$ cat src/rtl/xm23_pkg.sv
// Shared XM23 definitions: ALU operation codes, PSW bit positions and the
// per-operation flag-update selector used by the ALU.
package xm23_pkg;

  localparam int unsigned WORD_W = 16;

  // ALU operation codes (alu_op[4:0]); alu_op[5] selects byte mode.
  localparam logic [4:0] OP_ADD  = 5'd0;
  localparam logic [4:0] OP_ADDC = 5'd1;
  localparam logic [4:0] OP_SUB  = 5'd2;
  localparam logic [4:0] OP_SUBC = 5'd3;
  localparam logic [4:0] OP_DADD = 5'd4;
  localparam logic [4:0] OP_CMP  = 5'd5;
  localparam logic [4:0] OP_XOR  = 5'd6;
  localparam logic [4:0] OP_AND  = 5'd7;
  localparam logic [4:0] OP_OR   = 5'd8;
  localparam logic [4:0] OP_BIT  = 5'd9;
  localparam logic [4:0] OP_BIC  = 5'd10;
  localparam logic [4:0] OP_BIS  = 5'd11;
  localparam logic [4:0] OP_MOV  = 5'd12;
  localparam logic [4:0] OP_SRA  = 5'd13;
  localparam logic [4:0] OP_RRC  = 5'd14;
  localparam logic [4:0] OP_SWPB = 5'd15;
  localparam logic [4:0] OP_SXT  = 5'd16;

  // PSW bit positions.
  localparam int unsigned PSW_C   = 0;
  localparam int unsigned PSW_Z   = 1;
  localparam int unsigned PSW_N   = 2;
  localparam int unsigned PSW_SLP = 3;
  localparam int unsigned PSW_V   = 4;

  // Which PSW flags an operation is allowed to overwrite.
  typedef struct packed {
    logic c;
    logic z;
    logic n;
    logic v;
  } flag_sel_t;

endpackage

$ cat src/rtl/xm23_alu_if.sv
// Operand/control/result bundle between the XM23 control path and the ALU.
// The control side is the master; the ALU is the slave.
interface xm23_alu_if;
  logic [15:0] s_bus;
  logic [15:0] d_bus;
  logic [5:0]  alu_op;
  logic [15:0] psw_in;
  logic        alu_E;
  logic        psw_update;
  logic [15:0] alu_out;
  logic [15:0] alu_psw_out;

  modport master (
    output s_bus, d_bus, alu_op, psw_in, alu_E, psw_update,
    input  alu_out, alu_psw_out
  );

  modport slave (
    input  s_bus, d_bus, alu_op, psw_in, alu_E, psw_update,
    output alu_out, alu_psw_out
  );
endinterface

$ cat src/rtl/xm23_bcd_digit.sv
// Single BCD digit adder: a + b + cin, corrected by +6 when the binary sum
// exceeds 9. Four of these ripple together for DADD.
module xm23_bcd_digit (
  input  logic [3:0] a,
  input  logic [3:0] b,
  input  logic       cin,
  output logic [3:0] sum,
  output logic       cout
);
  logic [4:0] raw;
  logic [4:0] adj;

  always_comb begin
    raw  = {1'b0, a} + {1'b0, b} + {4'd0, cin};
    adj  = raw + 5'd6;
    cout = (raw > 5'd9);
    sum  = cout ? adj[3:0] : raw[3:0];
  end
endmodule

$ cat src/rtl/xm23_alu.sv
// XM23 arithmetic/logic unit: combines D and S per alu_op and registers the
// result and the next PSW (C/Z/N/V recomputed, all other bits passed through).
module xm23_alu
  import xm23_pkg::*;
(
  input  logic       Clock,
  input  logic       Reset,
  xm23_alu_if.slave  bus
);

  logic [15:0] d, s;
  logic [4:0]  op;
  logic        byte_mode;
  logic        c_in, v_in;

  assign d         = bus.d_bus;
  assign s         = bus.s_bus;
  assign op        = bus.alu_op[4:0];
  assign byte_mode = bus.alu_op[5];
  assign c_in      = bus.psw_in[PSW_C];
  assign v_in      = bus.psw_in[PSW_V];

  // ---------------------------------------------------------------------------
  // Shared adder: SUB-type ops add the one's complement of S.
  logic [15:0] op_b;
  logic        add_cin;
  logic [16:0] sum_w;
  logic        carry7;

  always_comb begin
    // NOTE: every combinational output gets a default first so no path leaves it unassigned (no latch).
    op_b    = s;
    add_cin = 1'b0;
    case (op)
      OP_ADDC:        add_cin = c_in;
      OP_SUB, OP_CMP: begin op_b = ~s; add_cin = 1'b1; end
      OP_SUBC:        begin op_b = ~s; add_cin = c_in; end
      default:        ;
    endcase
  end

  assign sum_w  = {1'b0, d} + {1'b0, op_b} + {16'd0, add_cin};
  // Carry out of bit 7 is the carry into bit 8 of the word sum.
  assign carry7 = sum_w[8] ^ d[8] ^ op_b[8];

  // ---------------------------------------------------------------------------
  // BCD ripple chain for DADD; byte mode simply takes the carry after digit 1.
  logic [15:0] bcd_sum;
  logic [4:0]  bcd_c;

  assign bcd_c[0] = c_in;

  for (genvar i = 0; i < 4; i++) begin : g_bcd
    xm23_bcd_digit u_digit (
      .a    (d[4*i +: 4]),
      .b    (s[4*i +: 4]),
      .cin  (bcd_c[i]),
      .sum  (bcd_sum[4*i +: 4]),
      .cout (bcd_c[i+1])
    );
  end

  // ---------------------------------------------------------------------------
  // Operation decode: full-width result plus the value the Z/N flags look at.
  logic [15:0] res, flag_src;
  logic        word_op;
  logic        new_c;
  flag_sel_t   upd;

  always_comb begin
    res      = d;
    flag_src = d;
    word_op  = !byte_mode;
    new_c    = c_in;
    upd      = '0;
    case (op)
      OP_ADD, OP_ADDC, OP_SUB, OP_SUBC, OP_CMP: begin
        res      = (op == OP_CMP) ? d : sum_w[15:0];
        flag_src = sum_w[15:0];
        new_c    = byte_mode ? carry7 : sum_w[16];
        upd      = '{c: 1'b1, z: 1'b1, n: 1'b1, v: 1'b1};
      end
      OP_DADD: begin
        res      = bcd_sum;
        flag_src = bcd_sum;
        new_c    = byte_mode ? bcd_c[2] : bcd_c[4];
        upd      = '{c: 1'b1, z: 1'b1, n: 1'b1, v: 1'b0};
      end
      OP_XOR, OP_AND, OP_OR, OP_BIT, OP_BIC, OP_BIS: begin
        case (op)
          OP_XOR:  res = d ^ s;
          OP_AND:  res = d & s;
          OP_OR:   res = d | s;
          OP_BIC:  res = d & ~s;
          OP_BIS:  res = d | s;
          default: res = d;
        endcase
        flag_src = (op == OP_BIT) ? (d & s) : res;
        upd      = '{c: 1'b0, z: 1'b1, n: 1'b1, v: 1'b0};
      end
      OP_MOV: begin
        res      = s;
        flag_src = s;
      end
      OP_SRA, OP_RRC: begin
        // Bit shifted in lands at bit 7 in byte mode, bit 15 in word mode.
        res = {(op == OP_SRA) ? d[15] : c_in, d[15:1]};
        if (byte_mode) res[7] = (op == OP_SRA) ? d[7] : c_in;
        flag_src = res;
        new_c    = d[0];
        upd      = '{c: 1'b1, z: 1'b1, n: 1'b1, v: 1'b0};
      end
      OP_SWPB, OP_SXT: begin
        res      = (op == OP_SWPB) ? {d[7:0], d[15:8]} : {{8{d[7]}}, d[7:0]};
        flag_src = res;
        word_op  = 1'b1;
        upd      = '{c: 1'b0, z: 1'b1, n: 1'b1, v: 1'b0};
      end
      default: ;
    endcase
  end

  // ---------------------------------------------------------------------------
  // Byte-mode merge, flag derivation and next-PSW assembly.
  logic [15:0] out_val, fv, psw_next;
  logic        z_flag, n_flag, new_v;
  logic        d_msb, b_msb, r_msb;

  always_comb begin
    out_val = word_op ? res : {d[15:8], res[7:0]};
    fv      = flag_src;
    z_flag  = word_op ? (fv == 16'd0) : (fv[7:0] == 8'd0);
    n_flag  = word_op ? fv[15] : fv[7];

    d_msb   = byte_mode ? d[7]     : d[15];
    b_msb   = byte_mode ? op_b[7]  : op_b[15];
    r_msb   = byte_mode ? sum_w[7] : sum_w[15];
    new_v   = (d_msb == b_msb) && (r_msb != d_msb);

    psw_next = bus.psw_in;
    if (bus.psw_update) begin
      if (upd.c) psw_next[PSW_C] = new_c;
      if (upd.z) psw_next[PSW_Z] = z_flag;
      if (upd.n) psw_next[PSW_N] = n_flag;
      if (upd.v) psw_next[PSW_V] = new_v;
    end
  end

  // ---------------------------------------------------------------------------
  // Output registers; reset wins over alu_E.
  always_ff @(posedge Clock) begin
    // NOTE: sequential state uses non-blocking assignments so every register samples pre-edge values.
    if (Reset) begin
      bus.alu_out     <= '0;
      bus.alu_psw_out <= '0;
    end else begin
      bus.alu_psw_out <= bus.alu_E ? psw_next : bus.psw_in;
      if (bus.alu_E) bus.alu_out <= out_val;
    end
  end

endmodule

$ cat src/flat_wrapper.sv
// flat-port wrapper written by rule: the top's interface ports become plain ports
module xm23_alu_flat import xm23_pkg::*;
  (Clock, Reset, bus_s_bus, bus_d_bus, bus_alu_op, bus_psw_in, bus_alu_E, bus_psw_update, bus_alu_out, bus_alu_psw_out);
  xm23_alu_if bus_i ();
  input  logic Clock;
  input  logic Reset;
  input wire logic [$bits(bus_i.s_bus)-1:0] bus_s_bus;
  input wire logic [$bits(bus_i.d_bus)-1:0] bus_d_bus;
  input wire logic [$bits(bus_i.alu_op)-1:0] bus_alu_op;
  input wire logic [$bits(bus_i.psw_in)-1:0] bus_psw_in;
  input wire logic [$bits(bus_i.alu_E)-1:0] bus_alu_E;
  input wire logic [$bits(bus_i.psw_update)-1:0] bus_psw_update;
  output wire logic [$bits(bus_i.alu_out)-1:0] bus_alu_out;
  output wire logic [$bits(bus_i.alu_psw_out)-1:0] bus_alu_psw_out;
  assign bus_i.s_bus = bus_s_bus;
  assign bus_i.d_bus = bus_d_bus;
  assign bus_i.alu_op = bus_alu_op;
  assign bus_i.psw_in = bus_psw_in;
  assign bus_i.alu_E = bus_alu_E;
  assign bus_i.psw_update = bus_psw_update;
  assign bus_alu_out = bus_i.alu_out;
  assign bus_alu_psw_out = bus_i.alu_psw_out;
  xm23_alu u_core (.Clock(Clock), .Reset(Reset), .bus(bus_i));
endmodule
$ cat config.mk
export PLATFORM = sky130hd
export DESIGN_NAME = xm23_alu_flat
export DESIGN_NICKNAME = d
export VERILOG_FILES = /design/src/rtl/xm23_pkg.sv /design/src/rtl/xm23_alu_if.sv /design/src/rtl/xm23_bcd_digit.sv /design/src/rtl/xm23_alu.sv /design/src/flat_wrapper.sv
export SDC_FILE = /design/constraint.sdc
export NUM_CORES = 1
export LEC_CHECK = 0
export CAP_MARGIN = 20
export CORE_ASPECT_RATIO = 0.7
export CORE_MARGIN = 2
export CORE_UTILIZATION = 45
export CTS_BUF_LIST = sky130_fd_sc_hd__clkbuf_4
export DETAILED_ROUTE_END_ITERATION = 8
export PLACE_DENSITY = 0.69
export RECOVER_POWER = 50
export SYNTH_ARGS = -nofsm -noshare
export SYNTH_HDL_FRONTEND = slang
export SYNTH_HIERARCHICAL = 1
export SYNTH_SLANG_ARGS = --single-unit
$ cat constraint.sdc
create_clock -name Clock -period 18.2 [get_ports Clock]
set_input_delay 3.64 -clock Clock [delete_from_list [all_inputs] [get_ports Clock]]
set_output_delay 3.64 -clock Clock [all_outputs]
set_load 0.02 [all_outputs]
After elaboration in Yosys (flattened, before gate mapping)
Cells that the tools add are included.
- equality and inequality tests: 18
- magnitude comparators: 4
- reductions and logical operators: 15
- bitwise logic cells: 7
- muxes and demuxes: 33
- add/sub/neg operators: 14
- operators by type and width (kind ; number):
    one-hot mux 16 bit (6 select lines) ; 2
    two-way mux 16 bit ; 4
    one-hot mux 16 bit (4 select lines) ; 1
    equality test 5 x 4 -> 1 bit (second input constant) ; 8
    bitwise AND 16 bit ; 2
    adder 4 x 4 -> 5 bit ; 4
    adder 5 x 1 -> 5 bit ; 4
    equality test 5 x 3 -> 1 bit (second input constant) ; 4
    > comparator 5 x 4 -> 1 bit (second input constant) ; 4
    adder 16 x 16 -> 17 bit ; 1
    adder 17 x 1 -> 17 bit ; 1
    adder 4 x 3 -> 4 bit (second input constant) ; 4
    logical NOT 16 bit ; 1
    two-way mux 1 bit ; 16
    two-way mux 4 bit ; 4
    inverter 16 bit ; 1
    OR 16 bit ; 1
    bitwise XOR 16 bit ; 1
    two-way mux 15 bit ; 1
    one-hot mux 4 bit (3 select lines) ; 1
    equality test 5 x 2 -> 1 bit (second input constant) ; 2
    OR reduction 2 bit ; 5
    logical NOT 8 bit ; 1
    OR reduction 8 bit ; 1
    15 further kinds ; 17
- bits in registers: 32

Depth between registers and ports, before layout
- depth after elaboration: 16
- mapped depth: 31

Cells and area by module
The synthesis kept the hierarchy.
- modules (own cells, without submodules) (module ; cells an instance ; area an instance (um^2) ; instances ; seq. area each (um^2)):
    xm23_alu ; 626 ; 4717.0 ; 1 ; 640.6
    xm23_bcd_digit ; 22 ; 211.5 ; 4 ; 0.0

Worst setup path before layout
OpenSTA, ideal clock, no wires.
- kind: input to register
- start: input port bus_d_bus[0]
- end: register u_core.bus.alu_out[8]
- stages: 31
- path buffers: 0
- setup slack: 6.953 ns
- arrival: 11.154 ns
- library setup time: 0.092 ns
- cell sequence: fa_1 fa_1 xnor2_1 ha_1 a31o_1 o31ai_4 fa_1 fa_1 xnor2_1 ha_1 a31o_1 o31ai_4 fa_1 fa_1 xnor2_1 ha_1 a31o_1 o31ai_4 fa_1 fa_1 xnor2_1 ha_1 a31o_1 o31ai_4 mux2i_1 a222oi_1 o21a_1 and3_1 a21oi_4 and4_1 o32ai_1
- word-level cells in the longest chain between the ends: 10
- elaborated cells between the ends (all ways): 15
- those cells by class: add/sub: 7; order compare: 3; mux: 5
- ends and longest elaborated chain (element ; RTL line ; RTL):
    start, declared ; flat_wrapper.sv:8 ; input wire logic [$bits(bus_i.d_bus)-1:0] bus_d_bus;
    adder 4 x 4 -> 5 bit ; xm23_bcd_digit.sv:14 ; raw = {1'b0, a} + {1'b0, b} + {4'd0, cin};
    adder 5 x 1 -> 5 bit ; xm23_bcd_digit.sv:14 ;
    > comparator 5 x 4 -> 1 bit ; xm23_bcd_digit.sv:16 ; cout = (raw > 5'd9);
    named net u_core.bcd_c[1] ; xm23_alu.sv:49 ; logic [4:0] bcd_c;
    adder 5 x 1 -> 5 bit ; xm23_bcd_digit.sv:14 ;
    > comparator 5 x 4 -> 1 bit ; xm23_bcd_digit.sv:16 ;
    named net u_core.bcd_c[2] ; xm23_alu.sv:49 ;
    adder 5 x 1 -> 5 bit ; xm23_bcd_digit.sv:14 ;
    > comparator 5 x 4 -> 1 bit ; xm23_bcd_digit.sv:16 ;
    named net u_core.bcd_c[3] ; xm23_alu.sv:49 ;
    two-way mux 4 bit ; xm23_bcd_digit.sv:17 ; sum = cout ? adj[3:0] : raw[3:0];
    one-hot mux 16 bit (6 select lines) ; xm23_alu.sv:76 ; case (op)
    two-way mux 16 bit ; xm23_alu.sv:130 ; out_val = word_op ? res : {d[15:8], res[7:0]};
    end signal, assigned ; xm23_alu.sv:158 ; if (bus.alu_E) bus.alu_out <= out_val;
    end, declared ; xm23_alu_if.sv:20 ; output alu_out, alu_psw_out
The timed path passes the listed nets, and every way through them passes these cells.
A chain may end at the register's enable or synchronous reset.

Worst setup path in the final report
Same ends and word-level chain as after synthesis.

==> reports/metrics.cfg <==
[floorplanning]
die_h_um = 97.0
core.rowCount = 33
coreArea_um2 = 11900
io_pins = 90
dieArea_um2 = 13300
die_w_um = 137
initial_utilization = 0.468

[logic_synthesis]
ys_ff_latch = 32
ys_seq_area_frac = 0.115
synthTopCellsByCount = ha_1, nand2_1, inv_1, nor2_1, a21oi_1
yosysMostFrequentCell = ha_1
syn_avg_cell_area_um2 = 7.79
synth_edf_count = 0
ys_types = 77
syn_area_um2 = 5560
synthArstFlopShare = 0
synth_top_cell_by_area = ha_1
yosysWarnings = 6
synth_ff_type = dfxtp_1
syn_nets = 861
synth_top_area_share = 0.178
syn_inst = 714
synthTopCellsByArea = ha_1, dfxtp_1, xnor2_1

[drt]
via_count = 6149
met1Wirelength_um = 8640
wire_per_inst_um = 21.3
drc = 0
wl_met3_um = 2150
first_iter_violations = 566
routed.top_layer = met4
viasPerCell = 6.53
ant_nets = 0
firstDrtPassIters = 5
finalWirelength_um = 20100
dr_wl_met2_um = 8770

[clock_network]
clock_latency_ns = 0.34
hold_buffers = 0
clkSlewWorstSetupHoldPaths_ns = 0.10
post_cts_buffers = 0
numCtsBuffers = 5
ctsLongestPathBuffers = 2
post_cts_resized = 0
htree_levels = 2
root_buffer = clkbuf_4
cts_tree = done
cts.sink_count = 32

[worst_setup_path]
endpoint = u_core/bus.alu_out[8]$_SDFFE_PP0P_
rrSetupSlack_ns = 17.40
crit_path_start_kind = input pin
cp_max_fo = 9
timing.critical_path.from = bus_d_bus[0]
critPathSlowestCell = clkdlybuf4s50_1
r2r_start = u_core/bus.alu_out[14]$_SDFFE_PP0P_
critical_path_class = in -> reg
r2r-end = u_core/bus.alu_out[14]$_SDFFE_PP0P_
end_kind = flip-flop
rr_worst_depth = 2
critPathRequiredTime_ns = 18.43
arrival_ns = 12.92
cp_common_cell = fa_1
crit_path_max_incr_delay_ns = 0.62

[sta]
layout_worst_path_cycle_share = 0.697
relSlewSlack = 0.0237
min_period_ns = 12.69
hold_viol = 0
finalSetupTns_ns = 0
final.hold.worst_slack_ns = 0.463
fin_ws_ns = 5.51
timing.fmax_mhz = 78.8
finClkSkew_ns = 0
setup_viol = 0
tightest_slew_ns = 1.46
rsz0062_at_grt = no
slew_viol_final = 0

[layout]
drive_gt1_frac = 0.0434
postLayoutCoreUtil = 0.555
area_growth_syn_to_layout_pct = 18.7
num-fill-cells = 1118
final_nets = 931

[power_and_ir_drop]
p_leak_uw = 0.00279
power_uw = 331
peakVddDrop_mv = 0.0328
powerDensity_nw_per_um2 = 50.2

[global_route]
grt.overflow.total = 0
grt_use_total = 0.301
grt_pass1_wl_um = 31600
grt_antenna_before_repair = 1
grt_start_max_net_pins = 31
first_global_vias = 5825

[place]
dp_slack_ns = 5.27
gp_congestion = 0.940
dp_hpwl_um = 16000
io_buffers = 89

[status]
outcome = finished, final reports clean

[min_path]
hold_path.class = reg -> reg

[flow_run]
maxCapViolCount = 0

## critical path: cells and delay by family
kind            cells  cell delay, ns
compound gates     12            2.40
xor+xnor            4            1.07
mux                 1            0.12
simple gates        2            0.47
buf+inv             1            0.62
fa+ha+maj          12            4.59
## final cells by class
| class | instances | area (µm²) | share of cell area |
|---|---|---|---|
| inverter | 51 | 191 | 0.0290 |
| sequential | 32 | 641 | 0.0970 |
| clock inverter | 1 | 5.00 | 0.000758 |
| multi-input combinational | 599 | 4590 | 0.695 |
| clock buffer | 6 | 45.0 | 0.00682 |
| antenna | 1 | 2.50 | 0.000379 |
| tap | 157 | 196 | 0.0298 |
| timing repair buffer | 95 | 932 | 0.141 |
## routing by layer
layer  global-route usage  up-vias
li1                     -     2827
met1                0.422     2943
met2                0.462      340
met3               0.0708       39
met4               0.0722        0
met5                    0        -
## cell families after synthesis
kind of cell	after synthesis	synth area share
AOI/OAI and AO/OA	221	0.305
xor gates and xnor gates	38	0.0623
buffers and inverters	83	0.0610
and+or+nand+nor	240	0.223
adders and majority gates	89	0.214
muxes	11	0.0200
DFF	32	0.115
## worst min path at each step
stage	from	to	slack (ns)	depth (start not counted)
4_1_cts	u_core/bus.alu_out[6]$_SDFFE_PP0P_	u_core/bus.alu_out[6]$_SDFFE_PP0P_	0.47	2
3_3_place_gp	u_core/bus.alu_out[6]$_SDFFE_PP0P_	u_core/bus.alu_out[6]$_SDFFE_PP0P_	0.46	2
3_5_place_dp	u_core/bus.alu_out[6]$_SDFFE_PP0P_	u_core/bus.alu_out[6]$_SDFFE_PP0P_	0.45	2
2_1_floorplan	u_core/bus.alu_out[4]$_SDFFE_PP0P_	u_core/bus.alu_out[4]$_SDFFE_PP0P_	0.54	2
6_report	u_core/bus.alu_out[6]$_SDFFE_PP0P_	u_core/bus.alu_out[6]$_SDFFE_PP0P_	0.46	2
5_1_grt	u_core/bus.alu_out[6]$_SDFFE_PP0P_	u_core/bus.alu_out[6]$_SDFFE_PP0P_	0.48	2
## through the flow
stage | cell area, µm² | cells
2_1_floorplan | 5560 | 714
3_3_place_gp | 6550 | 934
3_5_place_dp | 6550 | 934
4_1_cts | 6600 | 941
5_1_grt | 6600 | 941
6_report | 6600 | 942
## flip-flops by register name, summed over array words and instances, names as in the netlist
| register | cells |
|---|---|
| u_core/bus.alu_out | 16 |
| u_core/bus.alu_psw_out | 16 |
## cells in the final DEF, fill, tap and decap left out, types with 6 or more instances in the layout
cell,count
inv_1,51
ha_1,79
mux2i_1,10
nor2_1,50
xor2_1,6
dfxtp_1,32
clkbuf_4,6
nand2_1,55
nor2b_1,21
a222oi_1,12
and3_1,14
a21oi_1,48
nor3_1,17
xnor2_1,31
and2_1,6
a22oi_1,12
clkdlybuf4s50_1,68
o22ai_1,7
o21a_1,9
nand3_1,33
dlygate4sd3_1,21
fa_1,10
a211oi_1,17
o2111ai_1,8
o21ai_0,20
## power breakdown
part | internal [µW] | total [µW] | switching, µW | leakage [µW]
clock network | 15.7 | 40.9 | 25.1 | 0.0000315
logic | 88.8 | 213 | 124 | 0.00249
registers | 74.9 | 77.0 | 2.07 | 0.000266
Note: power is estimated with default switching activity, not from simulation.
